[config.mk]
export PLATFORM = sky130hd
export DESIGN_NAME = dmem_arbiter
export DESIGN_NICKNAME = d
export VERILOG_FILES = /design/src/rtl/dmem_arbiter.sv
export SDC_FILE = /design/constraint.sdc
export NUM_CORES = 1
export LEC_CHECK = 0
export BUFFER_PORTS_ARGS = -buffer_cell sky130_fd_sc_hd__buf_4
export CAP_MARGIN = 30
export CORE_MARGIN = 10
export CORE_UTILIZATION = 43
export DETAILED_ROUTE_END_ITERATION = 10
export GPL_TIMING_DRIVEN = 0
export PLACE_DENSITY = 0.87
export RECOVER_POWER = 50
export SYNTH_ARGS = -nofsm -noshare
export SYNTH_HDL_FRONTEND = slang
export SYNTH_SLANG_ARGS = --single-unit
[constraint.sdc]
create_clock -name clk -period 4 [get_ports clk]
set_input_delay 0 -clock clk [delete_from_list [all_inputs] [get_ports clk]]
set_output_delay 0 -clock clk [all_outputs]
set_load 0.1 [all_outputs]
[src/rtl/dmem_arbiter.sv]
// DataRam arbiter: MEM-stage CPU port with fixed priority, debug port with starvation slot.
// Optional DMEM_ARB_STATS_EN adds saturating stall/grant counters.
module dmem_arbiter #(
  parameter int AW         = 6,
  parameter int DW         = 32,
  parameter int STARVE_MAX = 4
) (
  input  logic          clk,
  input  logic          reset,
  input  logic          cpu_req,
  input  logic          cpu_we,
  input  logic [AW-1:0] cpu_addr,
  input  logic [DW-1:0] cpu_wdata,
  output logic [DW-1:0] cpu_rdata,
  output logic          cpu_stall,
  input  logic          dbg_req,
  input  logic          dbg_we,
  input  logic [AW-1:0] dbg_addr,
  input  logic [DW-1:0] dbg_wdata,
  output logic [DW-1:0] dbg_rdata,
  output logic          dbg_ack,
  output logic [AW-1:0] ram_a,
  output logic [DW-1:0] ram_d,
  output logic          ram_we,
  input  logic [DW-1:0] ram_spo,
  output logic          owner
`ifdef DMEM_ARB_STATS_EN
  ,
  output logic [15:0]   stall_cnt,
  output logic [15:0]   dbg_cnt
`endif
);

  typedef enum logic {IDLE, ACK} state_t;

  localparam logic [3:0] SMAX = 4'(STARVE_MAX);

  state_t     state, state_nxt;
  logic [3:0] starve_cnt;
  logic       dbg_win;
  logic       dbg_lose;

  // Reset term keeps the dbg port off the RAM while reset is held.
  assign dbg_win = reset & (state == IDLE) & dbg_req &
                   (~cpu_req | (starve_cnt == SMAX));
  assign dbg_lose = (state == IDLE) & dbg_req & ~dbg_win;

  assign cpu_rdata = ram_spo;

  always_ff @(posedge clk) begin
    if (!reset) begin
      state      <= IDLE;
      starve_cnt <= '0;
      dbg_rdata  <= '0;
    end else begin
      state <= state_nxt;
      if (dbg_win) begin
        starve_cnt <= '0;
        dbg_rdata  <= ram_spo;
      end else if (dbg_lose && starve_cnt != SMAX) begin
        starve_cnt <= starve_cnt + 4'd1;
      end
    end
  end

  always_comb begin
    state_nxt = state;
    owner     = 1'b0;
    ram_a     = cpu_addr;
    ram_d     = cpu_wdata;
    ram_we    = reset & cpu_req & cpu_we;
    cpu_stall = 1'b0;
    dbg_ack   = (state == ACK);
    unique case (1'b1)
      dbg_win: begin
        owner     = 1'b1;
        ram_a     = dbg_addr;
        ram_d     = dbg_wdata;
        ram_we    = dbg_we;
        cpu_stall = cpu_req;
        state_nxt = ACK;
      end
      (state == ACK): state_nxt = IDLE;
      default: ;
    endcase
  end

`ifdef DMEM_ARB_STATS_EN
  always_ff @(posedge clk) begin
    if (!reset) begin
      stall_cnt <= '0;
      dbg_cnt   <= '0;
    end else begin
      if (cpu_stall && stall_cnt != 16'hFFFF)
        stall_cnt <= stall_cnt + 16'd1;
      if (dbg_win && dbg_cnt != 16'hFFFF)
        dbg_cnt <= dbg_cnt + 16'd1;
    end
  end
`endif

endmodule

=== Word-level counts from Yosys, hierarchy flattened ===
Index checks and enable logic that the tools add are counted.

* Bits in registers: 37
* Input bits: 114
* Output and inout bits: 106
* Logic and storage cells: 25

* Add/sub/neg operators: 1
* Equal/unequal tests: 2
* Muxes and demuxes: 5
* Bitwise logic cells: 12
* Reductions and logical operators: 2

{| class="wikitable"
|+ Operators by type and width
! kind !! number
|-
| 32-bit 2-to-1 mux || 1
|-
| 1-bit AND || 7
|-
| 6-bit 2-to-1 mux || 1
|-
| 4-bit by 1-bit adder with 4-bit output, second input constant || 1
|-
| 4-bit by 3-bit equality test with 1-bit output, second input constant || 1
|-
| 4-bit by 3-bit != test with 1-bit output, second input constant || 1
|-
| 1-bit inverter || 4
|-
| 1-bit 2-to-1 mux || 3
|-
| 2-bit OR reduction || 1
|-
| 1-bit logical AND || 1
|-
| 1-bit OR || 1
|}

=== Longest topological paths before layout ===
* Depth after elaboration: 7
* Depth in mapped cells: 7
* Mapped depth without buffers: 5

=== Worst setup path before layout ===
OpenSTA, ideal clock, no wires.

* Path type: register to output
* From: reg state, in the netlist dbg_ack
* To: out cpu_stall
* Arrival time: 2498 ps
* Data required time: 4000 ps
* Path slack: 1502 ps
* Stages on the path, launching flop included: 6
* Cell sequence: dfxtp_1 nand2b_1 buf_2 a211oi_4 buf_6 and2_1

* Longest elaborated chain between the ends: 5

{| class="wikitable"
|+ RTL lines
! item !! RTL line !! RTL
|-
| start, declared || 38 || <nowiki>state_t state, state_nxt;</nowiki>
|-
| start signal, assigned || 56 || <nowiki>state <= state_nxt;</nowiki>
|-
| 1-bit inverter || 44 || <nowiki>assign dbg_win = reset & (state == IDLE) & dbg_req &</nowiki>
|-
| 1-bit AND (3 in a row) || 44 ||
|-
| 1-bit 2-to-1 mux || 74 || <nowiki>unique case (1'b1)</nowiki>
|-
| end, declared || 15 || <nowiki>output logic cpu_stall,</nowiki>
|}

No other way between the ends.

=== Worst setup path in the final report ===
* From: reg starve_cnt[0]
* To: out ram_a[5]

* Longest elaborated chain between the ends: 4

{| class="wikitable"
|+ RTL lines
! item !! RTL line !! RTL
|-
| start, declared || 39 || <nowiki>logic [3:0] starve_cnt;</nowiki>
|-
| start signal, assigned || 61 || <nowiki>starve_cnt <= starve_cnt + 4'd1;</nowiki>
|-
| 4-bit by 3-bit equality test with 1-bit output || 45 || <nowiki>(~cpu_req | (starve_cnt == SMAX));</nowiki>
|-
| 1-bit OR || 45 ||
|-
| 1-bit AND || 44 ||
|-
| 6-bit 2-to-1 mux || 74 ||
|-
| end, declared || 22 || <nowiki>output logic [AW-1:0] ram_a,</nowiki>
|}

No other way between the ends.

==> metrics.yaml <==
status: "finished clean"
synthesis.area_um2: 2720
ctsHoldBuffers: 0
max-vdd-ir-drop_v: 0.000267
placeableCoreArea_um2: 6030
synth_top_cell_by_area: "dfxtp_1"
synth_fp_nets: 451
crit_fanout: 10
criticalPathCategory: "register to output port"
via_per_inst: 5.52
initial_utilization_pct: 45.2
top_count_cell_post_synth: "nand3_1"
hold_violations: 0
total_of_warnings_raised_by_yosys: 0
root_buffer: "clkbuf_8"
worstSetupEndpointType: "output port"
r2r_end: "dbg_rdata[27]"
synthesis.instances: 335
number_of_slew_limit_violations_in_the_final_report: 0
drc: 0
grt_first_pass_wirelength_mm: 18.7
post_synth_most_frequent_cells: "nand3_1 (70), dfxtp_1 (37), nand2_1 (34)"
ios: 220
min-delay-path-class: "input port to register"
number_of_buffers_added_by_the_clock_tree_synthesis_step: 5
detail_route.iter0.violations: 217
setup_viol: 0
detailroute.via_count: 3508
kind_of_launch_point_of_the_worst_setup_path: "register"
setup_tns_ns: 0
finalCritPeriodShare_pct: 59.7
regToRegSetupSlack_ns: 1.91
clock_insertion_delay_worst_skew_ns: 0.30
cp.depth: 7
design.die.area_um2: 9910
core.rowCount: 28
ctsLongestPathBuffers: 2
clkSlewWorstSetupHoldPaths_ns: 0.09
layout-drive-gt1-share_pct: 41.6
fin_worst_skew_ns: 0.00820
critical-path-slowest-cell: "a211oi_4"
fin_crit_ns: 2.39
p_per_area_nw_per_um2: 369
port_buffers: 217
wirelength_mm: 12.4
worstPathRequired_ns: 4.00
seq_power_share_pct: 25.8
worstSetupStartpoint: "starve_cnt[0]"
worstRegToRegCells: 7
wire_per_inst_um: 19.6
grt_overflow_total: 0
die_width_um: 99.6
max-slew-margin-rel_pct: 17.5
cts_tree: "done"
worst_path_largest_cell_delay_ns: 0.45
critical_path.cell_chain: "inv_1 > ha_1 > nand3b_1 > a211oi_4 > buf_6 > mux2_2 > buf_4"
psw_w: 0.000818
synth_edf_count: 0
dr.pass1.iters: 4
first_global_vias: 3416
initial_antenna_violation_count: 0
cts_repair_resize_count: 0
drv_cap: 0
antenna_left: 0
clock_power_share_pct: 21.2
htree_levels: 2
place_worst_setup_slack_ns: 2.01
leakagePower_nw: 1.94
critical_path.top_delay_family: "buffers and inverters"
critical_path_arrival_ns: 2.39
synth_flop_cell: "dfxtp_1"
share_comb_of_total_power_pct: 52.9
synth.lib_cells_used.distinct: 28
crit_path_end: "ram_a[5]"
avgSynthCellArea_um2: 8.12
synth.top_cells.by_area: "dfxtp_1 (27%), mux2_2 (14%), nand3_1 (13%), a211o_1 (10%), buf_4 (8.8%)"
cell_internal_pwr_w: 0.000773
rsz0062_at_grt: "no"
synth_top_area_share_pct: 27.2
fillerInstances: 554
die_height_um: 99.6
synth-seq-cells: 37
final_nets: 675
grt_max_degree: 14
worstReg2RegStart: "starve_cnt[0]"
flow.area_growth_from_synthesis_pct: 58.4
dp_hpwl_mm: 10.3
power.share.switching_pct: 51.4
grt_usage_pct: 22.8
antenna-diode-count: 0
gp_congestion: 0.812
postCtsSetupRepairBufs: 0
numClockSinks: 37
worst_pin_slew_ns: 1.24
asr_flop_ratio_synth_pct: 0
max_clock_freq_mhz: 419
setup_slack_ns: 1.61
synth-seq-area-share_pct: 27.2
critical_path.n_buffers_inverters: 3
==> state kept, by name (all words and copies together), names as in the netlist <==
name	flops
dbg_rdata	32
dbg_ack	1
starve_cnt	4
==> worst min-delay path: cells and delay by family <==
family | cells | cell delay [ns]
buffers and inverters | 1 | 0.11
AND/OR/NAND/NOR | 2 | 0.10
AO/OA/AOI/OAI | 1 | 0.08
==> how the worst min path moves through the flow <==
stage | slack [ns] | end | start | cells past startpoint
floorplan | 0.21 | cpu_rdata[0] | ram_spo[0] | 1
global placement | 0.35 | dbg_rdata[30] | ram_spo[30] | 4
detailed placement | 0.36 | dbg_rdata[10] | ram_spo[10] | 4
CTS | 0.03 | dbg_rdata[10] | ram_spo[10] | 4
global route | 0.07 | dbg_rdata[4] | ram_spo[4] | 4
finish | 0.03 | dbg_rdata[10] | ram_spo[10] | 4
==> layer usage <==
layer | global-route usage [%] | vias to the layer above | routed length [um] | part of all wire (%)
li1 | - | 1655 | - | -
met1 | 24.6 | 1666 | 4740 | 38
met2 | 42.7 | 168 | 6550 | 53
met3 | 6.30 | 19 | 899 | 7.2
met4 | 4.96 | 0 | 229 | 1.8
met5 | 0 | - | 0 | 0
==> power groups by stage <==
stage | sequential [W] | combinational, W | clock (W)
after floorplan | 0.000584 | 0.000481 | 0
after detailed placement | 0.000420 | 0.000879 | 0
after CTS | 0.000411 | 0.000880 | 0.000338
after global routing | 0.000414 | 0.000871 | 0.000346
after global placement | 0.000418 | 0.000870 | 0
final | 0.000411 | 0.000842 | 0.000338
==> layout make-up <==
type                    count  area, um2  share of cell area, %
well taps                  75       93.8                   2.18
flip-flops and latches     37        741                   17.2
inverters                   3       11.3                  0.261
multi-input cells         224       1540                   35.8
clock buffers               5       68.8                   1.60
repair buffers            217       1390                   32.1
clock inverters             3       46.3                   1.07
plain buffers              71        420                   9.75
==> cell usage in the layout (no fill, tap or decap), types with 2 or more instances in the layout <==
cell / instances
dfxtp_1: 37
ha_1: 2
nand2_1: 34
buf_4: 184
mux2_2: 33
clkbuf_8: 5
clkbuf_1: 90
buf_2: 3
nand4b_1: 2
buf_1: 7
nand4_1: 33
inv_1: 3
a211o_1: 32
buf_6: 4
mux2_1: 5
nand3_1: 70
==> stage by stage <==
step                hold WS [ns]  utilization, %  cells  power (W)  instance area (um2)
floorplan                  0.212               -    335    0.00107                 2720
global placement           0.351            73.8    627    0.00129                 4440
detailed placement         0.356            73.8    627    0.00130                 4440
CTS                       0.0343            75.7    635    0.00163                 4560
global route              0.0714            71.5    635    0.00163                 4310
finish                    0.0349            71.5    635    0.00159                 4310
==> cells by family after synthesis <==
kind of cell,count (synthesis),synth area share (%)
buffers and inverters,74,15.9
flip-flops,37,27.2
multiplexers,38,15.7
AO/OA/AOI/OAI,41,13.3
adder cells (fa/ha/maj),2,0.919
AND/OR/NAND/NOR,143,26.9
Power figures use the tool's default switching activity.
